<file path="src/rtl/meikyuu_pkg.sv">
// Shared maze-game constants and types: screen bounds, sprite size, room grid, FSM states.
package meikyuu_pkg;

    typedef logic [9:0] coord_t;
    typedef logic [2:0] room_t;

    localparam coord_t STEP    = 10'd2;
    localparam coord_t SPRITE  = 10'd16;
    localparam coord_t H_MIN   = 10'd97;
    localparam coord_t H_MAX   = 10'd736;
    localparam coord_t V_MIN   = 10'd3;
    localparam coord_t V_MAX   = 10'd482;
    localparam coord_t X_START = 10'd408;
    localparam coord_t Y_START = 10'd234;

    localparam room_t GRID_W  = 3'd3;
    localparam room_t GRID_H  = 3'd3;
    localparam room_t ROOM_X0 = 3'd1;
    localparam room_t ROOM_Y0 = 3'd1;

    typedef enum logic [1:0] {RoomEmpty, RoomMaze, RoomTreasure, RoomExit} room_type_e;

    typedef enum logic [1:0] {StIdle, StCheck, StQuery, StWait} motion_state_e;

    typedef enum logic [1:0] {DirUp, DirDown, DirLeft, DirRight} dir_e;

endpackage

</file>
<file path="src/rtl/player_motion_if.sv">
// Wall-map query handshake between the motion engine (master) and the map lookup (slave).
interface player_motion_if;
    import meikyuu_pkg::*;

    coord_t cand_x;
    coord_t cand_y;
    logic   query_valid;
    logic   query_done;
    logic   query_blocked;

    modport master (
        output cand_x, cand_y, query_valid,
        input  query_done, query_blocked
    );

    modport slave (
        input  cand_x, cand_y, query_valid,
        output query_done, query_blocked
    );

endinterface

</file>
<file path="src/rtl/btn_sync.sv">
// Two-flop synchroniser for the four asynchronous direction buttons.
module btn_sync (
    input  logic       i_clk,
    input  logic       i_rst_n,
    input  logic [3:0] i_btn,
    output logic [3:0] o_btn
);

    logic [3:0] r_meta;
    logic [3:0] r_sync;

    always_ff @(posedge i_clk) begin
        if (!i_rst_n) begin
            r_meta <= '0;
            r_sync <= '0;
        end else begin
            r_meta <= i_btn;
            r_sync <= r_meta;
        end
    end

    assign o_btn = r_sync;

endmodule

</file>
<file path="src/rtl/player_motion.sv">
// Per-frame sprite mover: picks a direction, handles room edge exits, and commits
// wall-checked steps through the query handshake.
module player_motion
    import meikyuu_pkg::*;
(
    input  logic   CLOCK_25,
    input  logic   reset,
    input  logic   btn_up,
    input  logic   btn_down,
    input  logic   btn_left,
    input  logic   btn_right,
    input  logic   frame_tick,
    player_motion_if.master qif,
    output coord_t x_pos,
    output coord_t y_pos,
    output room_t  mapa_pos_x,
    output room_t  mapa_pos_y,
    output logic   room_changed,
    output logic   busy
);

    localparam coord_t LEFT_LIM  = H_MIN + STEP;
    localparam coord_t RIGHT_LIM = H_MAX + 10'd1 - SPRITE;
    localparam coord_t UP_LIM    = V_MIN + STEP;
    localparam coord_t DOWN_LIM  = V_MAX + 10'd1 - SPRITE;

    logic [3:0]    w_btn;
    logic          w_any;
    dir_e          w_dir;
    coord_t        w_cand_x, w_cand_y, w_wrap_x, w_wrap_y;
    room_t         w_room_x, w_room_y;
    logic          w_exit, w_has_room;

    motion_state_e r_state;
    dir_e          r_dir;
    coord_t        r_x, r_y, r_cand_x, r_cand_y;
    room_t         r_room_x, r_room_y;
    logic          r_query_valid, r_room_changed, r_busy;

    btn_sync u_btn_sync (
        .i_clk   (CLOCK_25),
        .i_rst_n (reset),
        .i_btn   ({btn_up, btn_down, btn_left, btn_right}),
        .o_btn   (w_btn)
    );

    always_comb begin
        w_any = |w_btn;
        if (w_btn[3])      w_dir = DirUp;
        else if (w_btn[2]) w_dir = DirDown;
        else if (w_btn[1]) w_dir = DirLeft;
        else               w_dir = DirRight;
    end

    // Edge tests compare before stepping so the subtraction never wraps.
    always_comb begin
        w_cand_x   = r_x;
        w_cand_y   = r_y;
        w_wrap_x   = r_x;
        w_wrap_y   = r_y;
        w_room_x   = r_room_x;
        w_room_y   = r_room_y;
        w_exit     = 1'b0;
        w_has_room = 1'b0;
        unique case (r_dir)
            DirUp: begin
                if (r_y < UP_LIM) begin
                    w_exit     = 1'b1;
                    w_has_room = (r_room_y != '0);
                    w_wrap_y   = DOWN_LIM;
                    w_room_y   = r_room_y - 3'd1;
                end else begin
                    w_cand_y = r_y - STEP;
                end
            end
            DirDown: begin
                if (r_y + STEP > DOWN_LIM) begin
                    w_exit     = 1'b1;
                    w_has_room = (r_room_y < GRID_H - 3'd1);
                    w_wrap_y   = V_MIN;
                    w_room_y   = r_room_y + 3'd1;
                end else begin
                    w_cand_y = r_y + STEP;
                end
            end
            DirLeft: begin
                if (r_x < LEFT_LIM) begin
                    w_exit     = 1'b1;
                    w_has_room = (r_room_x != '0);
                    w_wrap_x   = RIGHT_LIM;
                    w_room_x   = r_room_x - 3'd1;
                end else begin
                    w_cand_x = r_x - STEP;
                end
            end
            DirRight: begin
                if (r_x + STEP > RIGHT_LIM) begin
                    w_exit     = 1'b1;
                    w_has_room = (r_room_x < GRID_W - 3'd1);
                    w_wrap_x   = H_MIN;
                    w_room_x   = r_room_x + 3'd1;
                end else begin
                    w_cand_x = r_x + STEP;
                end
            end
        endcase
    end

    always_ff @(posedge CLOCK_25) begin
        if (!reset) begin
            r_state        <= StIdle;
            r_dir          <= DirUp;
            r_x            <= X_START;
            r_y            <= Y_START;
            r_cand_x       <= X_START;
            r_cand_y       <= Y_START;
            r_room_x       <= ROOM_X0;
            r_room_y       <= ROOM_Y0;
            r_query_valid  <= 1'b0;
            r_room_changed <= 1'b0;
            r_busy         <= 1'b0;
        end else begin
            r_query_valid  <= 1'b0;
            r_room_changed <= 1'b0;
            unique case (r_state)
                StIdle: begin
                    if (frame_tick && w_any) begin
                        r_dir   <= w_dir;
                        r_state <= StCheck;
                        r_busy  <= 1'b1;
                    end
                end
                StCheck: begin
                    if (w_exit) begin
                        if (w_has_room) begin
                            r_x            <= w_wrap_x;
                            r_y            <= w_wrap_y;
                            r_room_x       <= w_room_x;
                            r_room_y       <= w_room_y;
                            r_room_changed <= 1'b1;
                        end
                        r_state <= StIdle;
                        r_busy  <= 1'b0;
                    end else begin
                        r_cand_x      <= w_cand_x;
                        r_cand_y      <= w_cand_y;
                        r_query_valid <= 1'b1;
                        r_state       <= StQuery;
                    end
                end
                StQuery: r_state <= StWait;
                StWait: begin
                    if (qif.query_done) begin
                        if (!qif.query_blocked) begin
                            r_x <= r_cand_x;
                            r_y <= r_cand_y;
                        end
                        r_state <= StIdle;
                        r_busy  <= 1'b0;
                    end
                end
            endcase
        end
    end

    assign qif.cand_x      = r_cand_x;
    assign qif.cand_y      = r_cand_y;
    assign qif.query_valid = r_query_valid;
    assign x_pos           = r_x;
    assign y_pos           = r_y;
    assign mapa_pos_x      = r_room_x;
    assign mapa_pos_y      = r_room_y;
    assign room_changed    = r_room_changed;
    assign busy            = r_busy;

endmodule
</file>
<file path="src/flat_wrapper.sv">
// flat-port wrapper written by rule: the top's interface ports become plain ports
module player_motion_flat import meikyuu_pkg::*;
  (CLOCK_25, reset, btn_up, btn_down, btn_left, btn_right, frame_tick, x_pos, y_pos, mapa_pos_x, mapa_pos_y, room_changed, busy, qif_cand_x, qif_cand_y, qif_query_valid, qif_query_done, qif_query_blocked);
  player_motion_if qif_i ();
  input  logic CLOCK_25;
  input  logic reset;
  input  logic btn_up;
  input  logic btn_down;
  input  logic btn_left;
  input  logic btn_right;
  input  logic frame_tick;
  output coord_t x_pos;
  output coord_t y_pos;
  output room_t mapa_pos_x;
  output room_t mapa_pos_y;
  output logic room_changed;
  output logic busy;
  output wire logic [$bits(qif_i.cand_x)-1:0] qif_cand_x;
  output wire logic [$bits(qif_i.cand_y)-1:0] qif_cand_y;
  output wire logic [$bits(qif_i.query_valid)-1:0] qif_query_valid;
  input wire logic [$bits(qif_i.query_done)-1:0] qif_query_done;
  input wire logic [$bits(qif_i.query_blocked)-1:0] qif_query_blocked;
  assign qif_cand_x = qif_i.cand_x;
  assign qif_cand_y = qif_i.cand_y;
  assign qif_query_valid = qif_i.query_valid;
  assign qif_i.query_done = qif_query_done;
  assign qif_i.query_blocked = qif_query_blocked;
  player_motion u_core (.CLOCK_25(CLOCK_25), .reset(reset), .btn_up(btn_up), .btn_down(btn_down), .btn_left(btn_left), .btn_right(btn_right), .frame_tick(frame_tick), .qif(qif_i), .x_pos(x_pos), .y_pos(y_pos), .mapa_pos_x(mapa_pos_x), .mapa_pos_y(mapa_pos_y), .room_changed(room_changed), .busy(busy));
endmodule
</file>
<file path="config.mk">
export PLATFORM = sky130hd
export DESIGN_NAME = player_motion_flat
export DESIGN_NICKNAME = d
export VERILOG_FILES = /design/src/rtl/meikyuu_pkg.sv /design/src/rtl/player_motion_if.sv /design/src/rtl/btn_sync.sv /design/src/rtl/player_motion.sv /design/src/flat_wrapper.sv
export SDC_FILE = /design/constraint.sdc
export NUM_CORES = 1
export LEC_CHECK = 0
export CORE_UTILIZATION = 35
export DETAILED_ROUTE_END_ITERATION = 12
export GPL_TIMING_DRIVEN = 0
export SYNTH_ARGS = -nofsm -noshare
export SYNTH_HDL_FRONTEND = slang
export SYNTH_SLANG_ARGS = --single-unit
</file>
<file path="constraint.sdc">
create_clock -name CLOCK_25 -period 3.45 [get_ports CLOCK_25]
set_input_delay 0.8625 -clock CLOCK_25 [delete_from_list [all_inputs] [get_ports CLOCK_25]]
set_output_delay 0.8625 -clock CLOCK_25 [all_outputs]
set_load 0.03 [all_outputs]
</file>
Word-level counts from Yosys, hierarchy flattened
Cells that the tools add are included.
{"block": "totals", "register_bits": 61, "input_bits": 9, "wordCells": 120}
{"block": "op_classes", "n_addsub": 8, "n_lt_le_gt_ge": 6, "eq_ne": 21, "mux": 51, "bitwise_logic": 1, "reduce_logical": 20}
{"operator": "10-bit two-way mux", "n": 16}
{"operator": "10-bit one-hot mux with 2 select lines", "n": 6}
{"operator": "10-bit by 2-bit adder with 10-bit output, second input constant", "n": 2}
{"operator": "10-bit by 2-bit subtractor with 10-bit output, second input constant", "n": 2}
{"operator": "8-bit AND reduction", "n": 2}
{"operator": "1-bit two-way mux", "n": 14}
{"operator": "2-bit by 1-bit inequality test with 1-bit output, second input constant", "n": 7}
{"operator": "3-bit two-way mux", "n": 4}
{"operator": "3-bit by 2-bit inequality test with 1-bit output, second input constant", "n": 4}
{"operator": "3-bit one-hot mux with 2 select lines", "n": 2}
{"operator": "6-bit AND reduction", "n": 2}
{"operator": "10-bit > comparator, second input constant", "n": 1}
{"operator": "10-bit by 9-bit > comparator with 1-bit output, second input constant", "n": 1}
{"operator": "10-bit by 3-bit less-than comparator with 1-bit output, second input constant", "n": 1}
{"operator": "10-bit by 7-bit less-than comparator with 1-bit output, second input constant", "n": 1}
{"operator": "2-bit two-way mux", "n": 5}
{"operator": "3-bit nonzero test", "n": 3}
{"operator": "2-bit == test, second input constant", "n": 4}
{"operator": "1-bit one-hot mux with 4 select lines", "n": 2}
{"operator": "2-bit one-hot mux with 4 select lines", "n": 1}
{"operator": "2-bit AND reduction", "n": 4}
{"operator": "3-bit by 1-bit adder with 3-bit output, second input constant", "n": 2}
{"operator": "3-bit by 2-bit less-than comparator with 1-bit output, second input constant", "n": 2}
{"operator": "3-bit inequality test, second input constant", "n": 2}
{"operator": "other kinds (11)", "n": 17}

Logic depth before layout (Yosys ltp)
{"block": "logic_depth", "ltp_word": 7, "depth_mapped": 12}

Cells and area by module
A second synthesis with hierarchy kept.
{"block": "unflattened", "hier_cells": 467, "area_unflattened_um2": 3851.2}
{"module": "player_motion", "n_inst": 1, "cells_each": 451, "area_per_inst_um2": 3641.0, "seq_area_each_um2": 1061.0}
{"module": "btn_sync", "n_inst": 1, "cells_each": 16, "area_per_inst_um2": 210.2, "seq_area_each_um2": 160.2}

Least setup slack after synthesis
OpenSTA, ideal clock, no wires.
{"block": "synth_path", "kind": "flip-flop to flip-flop", "startpoint": "register u_core.r_x[1], in the netlist u_core.x_pos[1]", "endpoint": "register u_core.r_cand_x[2], in the netlist u_core.qif.cand_x[2]", "setup_ps": 70, "arrival_ps": 2856, "required_ps": 3380, "slack_ps": 524, "path_stages_with_launch": 13, "period_less_slack_ps": 2926, "cell_sequence": "dfxtp_1 -> inv_1 -> ha_1 -> and2b_1 -> o311ai_2 -> a211o_1 -> o211a_1 -> or2_1 -> buf_6 -> a31oi_4 -> buf_6 -> o21ai_1 -> a21oi_1"}
{"block": "synth_between", "elab_chain_cells": 6, "word_cells_on_any_way": 12, "cone_classes": "2 x add/sub; 2 x order compare; 6 x mux; 1 x bitwise; 1 x reduce/logical"}
{"item": "start, declared", "line_no": "player_motion.sv:36", "text": "coord_t r_x, r_y, r_cand_x, r_cand_y;"}
{"item": "start signal, assigned", "line_no": "player_motion.sv:136", "text": "r_x <= w_wrap_x;"}
{"item": "start signal, assigned", "line_no": "player_motion.sv:155", "text": "r_x <= r_cand_x;"}
{"item": "10-bit by 2-bit adder with 10-bit output", "line_no": "player_motion.sv:97, player_motion.sv:103"}
{"item": "10-bit > comparator", "line_no": "player_motion.sv:97", "text": "if (r_x + STEP > RIGHT_LIM) begin"}
{"item": "1-bit two-way mux", "line_no": "player_motion.sv:97"}
{"item": "1-bit one-hot mux with 4 select lines", "line_no": "player_motion.sv:65", "text": "unique case (r_dir)"}
{"item": "1-bit inverter (no line)"}
{"item": "2-bit AND reduction (no line)"}
{"item": "end signal, assigned", "line_no": "player_motion.sv:145", "text": "r_cand_x <= w_cand_x;"}
{"item": "end, declared", "line_no": "player_motion.sv:36"}
Several ways; a longest one is shown, not always the timed one.
A chain may end at the register's enable or synchronous reset.

Final worst setup path
{"block": "layout_path", "startpoint": "register u_core.r_x[1], in the netlist u_core.x_pos[1]", "endpoint": "register u_core.r_cand_x[4], in the netlist u_core.qif.cand_x[4]"}
Same word-level chain as after synthesis.

==> key figures <==
GRT
  • Global-route wire length before repair: 18.9 mm
  • Via count of the first global-routing pass: 3423
  • Initial antenna violation count: 0
  • Global route total overflow: 0
  • Overall routing resource usage: 22.3%
  • Maximum number of pins on one net before global-route repair: 12

Routing
  • Via count: 3590
  • Number of vias per cell: 5.50
  • Residual DRC count: 0
  • Iteration-0 DRC Markers: 299
  • DR WL/cell: 17.9 um
  • Remaining antenna violation count: 0
  • Number of iterations in the first detailed-routing pass: 5
  • Total length of routed wires: 11.7 mm

Synthesis
  • Yosys warning count: 0
  • Avg Synthesized Cell Area: 8.31 um^2
  • Count of distinct cell types in the synthesized netlist: 73
  • Netlist area before placement: 3700 um^2
  • Sequential-to-total area share from yosys stat: 33.0%
  • Instance count of the mapped netlist: 445
  • Synth Net Count: 460
  • Number of flip-flops and latches in the synthesized netlist: 61
  • Async set-reset flop share out of synthesis: 0%
  • Number of synthesized flops with an enable pin: 0
  • Ys flop type: sky130_fd_sc_hd__dfxtp_1

CTS
  • Clock root buffer: sky130_fd_sc_hd__clkbuf_8
  • Clock sink count: 61
  • Reg clk slew, reported paths: 80 ps
  • TritonCTS clock tree: done
  • Number of buffers on the longest clock path: 2
  • Resized cells post-CTS: 0
  • Number of buffers inserted during clock tree synthesis: 9
  • Clock Latency Late Sink: 350 ps
  • Maximum level of the CTS H-tree: 3
  • Hold buffers post-CTS: 0
  • Post-CTS Setup Inserts: 0

Timing
  • Worst setup skew after layout: 16.7 ps
  • Share of the cycle needed by the critical path after routing: 91.2%
  • Count of final max-slew check failures: 0
  • Maximum achievable frequency: 318 MHz
  • Slew @ Worst Pin: 1070 ps
  • Post-layout minimum cycle time: 3150 ps
  • Final-layout setup total negative slack: 0 ps
  • Worst relative slew slack: 28.2%
  • Worst hold margin: 434 ps
  • Setup repair after global routing missed its margin: no
  • Final setup violation count: 0
  • Total count of hold-check failures in the final report: 0

Finish
  • Number of antenna cells inserted: 0
  • Most frequent standard cell in the layout excluding fill and tap cells: sky130_fd_sc_hd__dfxtp_1
  • Final nets: 527
  • Ratio of cells with drive above 1 in the final layout: 11.6%
  • Top library cells by usage in the layout, fill and taps aside: 59 x sky130_fd_sc_hd__dfxtp_1, 58 x sky130_fd_sc_hd__nand2_1, 56 x sky130_fd_sc_hd__clkdlybuf4s50_1
  • Area growth from synthesis to final layout: 25.6%

Setup path
  • Required @ worst endpoint: 3640 ps
  • Setup slack, reg-to-reg: 300 ps
  • Startpoint type of the worst setup path: register
  • Critical path peak fanout: 10
  • Capturing point of the worst reg2reg path: u_core.qif.cand_x[4]
  • Number of cells on the worst reg-to-reg path: 10
  • Arrival time reported for the critical path endpoint: 3330 ps
  • Critical path class: reg -> reg
  • Crit. End Element: register
  • Worst R2R Start: u_core.x_pos[1]

Pwr
  • Power density relative to cell area: 370 nW/um^2
  • Max IR drop VDD: 0.198 mV
  • Static leakage: 1.79 nW
  • Total power consumption of the routed design: 0.00172 W

Flow run
  • Max Cap Viol: 0

Floorplanning
  • Height of the chip: 105 um
  • # IOs: 58
  • Number of placement rows: 37
  • Full die area: 11000 um^2
  • X dimension of the die: 105 um
  • Effective utilization at floorplan: 36.0%
  • Core Footprint: 10300 um^2

Placement
  • Number of I/O port buffers: 56
  • Detailed placement HPWL: 8.30 mm
  • Final weighted congestion in routability-driven placement: 0.892

Hold path
  • Number of stages on the worst hold path: 1
  • Endpoint of the worst hold path: u_core.u_btn_sync.o_btn[2]
  • Hold path startpoint: u_core.u_btn_sync.r_meta[2]
  • Worst hold-check path type: reg -> reg

Outcome
  • Run status: finished clean
routing by layer:
| metal | global-route usage [%] | share of wire (%) | vias up |
|---|---|---|---|
| li1 | - | - | 1733 |
| met5 | 0 | 0 | - |
| met2 | 33.9 | 44 | 139 |
| met3 | 4.30 | 6.1 | 20 |
| met4 | 8.55 | 2.2 | 0 |
| met1 | 31.2 | 48 | 1698 |
where the power goes:
part           internal [W]  switching [W]  leakage (nW)
Clock              0.000332       0.000312        0.0923
Combinational      0.000117       0.000189          1.20
Sequential         0.000738      0.0000287         0.497
final cells by class:
cell class	instances	area (um^2)
Clock buffer	10	128
Sequential cell	61	1220
Clock inverter	6	63.8
Fill cell	1051	5630
Buffer	35	254
Multi-Input combinational cell	331	2180
Inverter	18	67.6
Timing Repair Buffer	56	561
Tap cell	136	170
stage by stage:
stage | instances | utilization, % | worst slack, ps | instance area (um^2)
6_report | 653 | 45.2 | 304 | 4640
5_1_grt | 653 | 45.2 | 104 | 4640
4_1_cts | 653 | 45.0 | 136 | 4620
3_5_place_dp | 637 | 43.1 | 27.9 | 4430
3_3_place_gp | 637 | 43.1 | 69.0 | 4430
2_1_floorplan | 445 | - | 524 | 3700
synth_stat cells, types with 4 or more instances:
| cell type | count | share of area, % |
|---|---|---|
| sky130_fd_sc_hd__a21boi_0 | 5 | 1.0 |
| sky130_fd_sc_hd__a21oi_1 | 16 | 2.2 |
| sky130_fd_sc_hd__a31oi_1 | 12 | 2.0 |
| sky130_fd_sc_hd__and2_1 | 15 | 2.5 |
| sky130_fd_sc_hd__and3_1 | 4 | 0.68 |
| sky130_fd_sc_hd__buf_2 | 4 | 0.54 |
| sky130_fd_sc_hd__buf_4 | 6 | 1.2 |
| sky130_fd_sc_hd__clkbuf_1 | 12 | 1.2 |
| sky130_fd_sc_hd__clkbuf_8 | 7 | 2.6 |
| sky130_fd_sc_hd__dfxtp_1 | 61 | 33 |
| sky130_fd_sc_hd__ha_1 | 4 | 1.4 |
| sky130_fd_sc_hd__inv_1 | 18 | 1.8 |
| sky130_fd_sc_hd__mux2i_1 | 12 | 3.2 |
| sky130_fd_sc_hd__nand2_1 | 58 | 5.9 |
| sky130_fd_sc_hd__nand3_1 | 23 | 3.1 |
| sky130_fd_sc_hd__nor2_1 | 24 | 2.4 |
| sky130_fd_sc_hd__nor2b_1 | 5 | 0.85 |
| sky130_fd_sc_hd__nor3_1 | 14 | 1.9 |
| sky130_fd_sc_hd__nor3b_1 | 4 | 0.81 |
| sky130_fd_sc_hd__o211ai_1 | 14 | 2.8 |
| sky130_fd_sc_hd__o21ai_0 | 21 | 2.8 |
| sky130_fd_sc_hd__o21ai_1 | 4 | 0.54 |
| sky130_fd_sc_hd__o22ai_1 | 4 | 0.68 |
| sky130_fd_sc_hd__o311ai_0 | 4 | 0.95 |
| sky130_fd_sc_hd__o31ai_1 | 6 | 1.2 |
| sky130_fd_sc_hd__xnor2_1 | 14 | 3.3 |
| sky130_fd_sc_hd__xor2_1 | 6 | 1.4 |
cell families (layout without fill, tap and decap cells):
kind of cell | Yosys count | count (layout) | synth area share, %
buffers and inverters | 53 | 125 | 8.69
xor gates and xnor gates | 20 | 20 | 4.74
DFF | 61 | 61 | 33.0
AOI/OAI and AO/OA | 119 | 119 | 23.5
muxes | 13 | 13 | 3.55
adders and majority gates | 6 | 6 | 2.44
and+or+nand+nor | 173 | 173 | 24.1
flip-flops by register name, summed over array words and instances (netlist names), 2 cells and up, named ones only:
name	cells
u_core.x_pos	10
u_core.mapa_pos_y	3
u_core.u_btn_sync.r_meta	4
u_core.y_pos	10
u_core.qif.cand_x	10
u_core.qif.cand_y	10
u_core.mapa_pos_x	3
u_core.u_btn_sync.o_btn	4
u_core.r_dir	2
worst max-delay path by stage:
stage               slack [ps]            start              endpoint
floorplan                  520  u_core.x_pos[1]  u_core.qif.cand_x[2]
global placement            70   qif_query_done       u_core.y_pos[7]
detailed placement          30   qif_query_done       u_core.y_pos[6]
CTS                        140  u_core.x_pos[1]  u_core.qif.cand_x[2]
global route               100  u_core.x_pos[1]  u_core.qif.cand_x[2]
finish                     300  u_core.x_pos[1]  u_core.qif.cand_x[4]
worst max-delay path, stage by stage (launching register included):
cell and delay, ps:
sky130_fd_sc_hd__dfxtp_2 440, sky130_fd_sc_hd__inv_1 120, sky130_fd_sc_hd__ha_1 350, sky130_fd_sc_hd__and2b_1 200, sky130_fd_sc_hd__o311ai_2 380, sky130_fd_sc_hd__a221oi_4 150, sky130_fd_sc_hd__o311ai_2 370, sky130_fd_sc_hd__nor2_2 160
sky130_fd_sc_hd__o21ai_4 290, sky130_fd_sc_hd__buf_2 350, sky130_fd_sc_hd__o211ai_1 150
No activity file was read; power rests on OpenSTA's default activity.
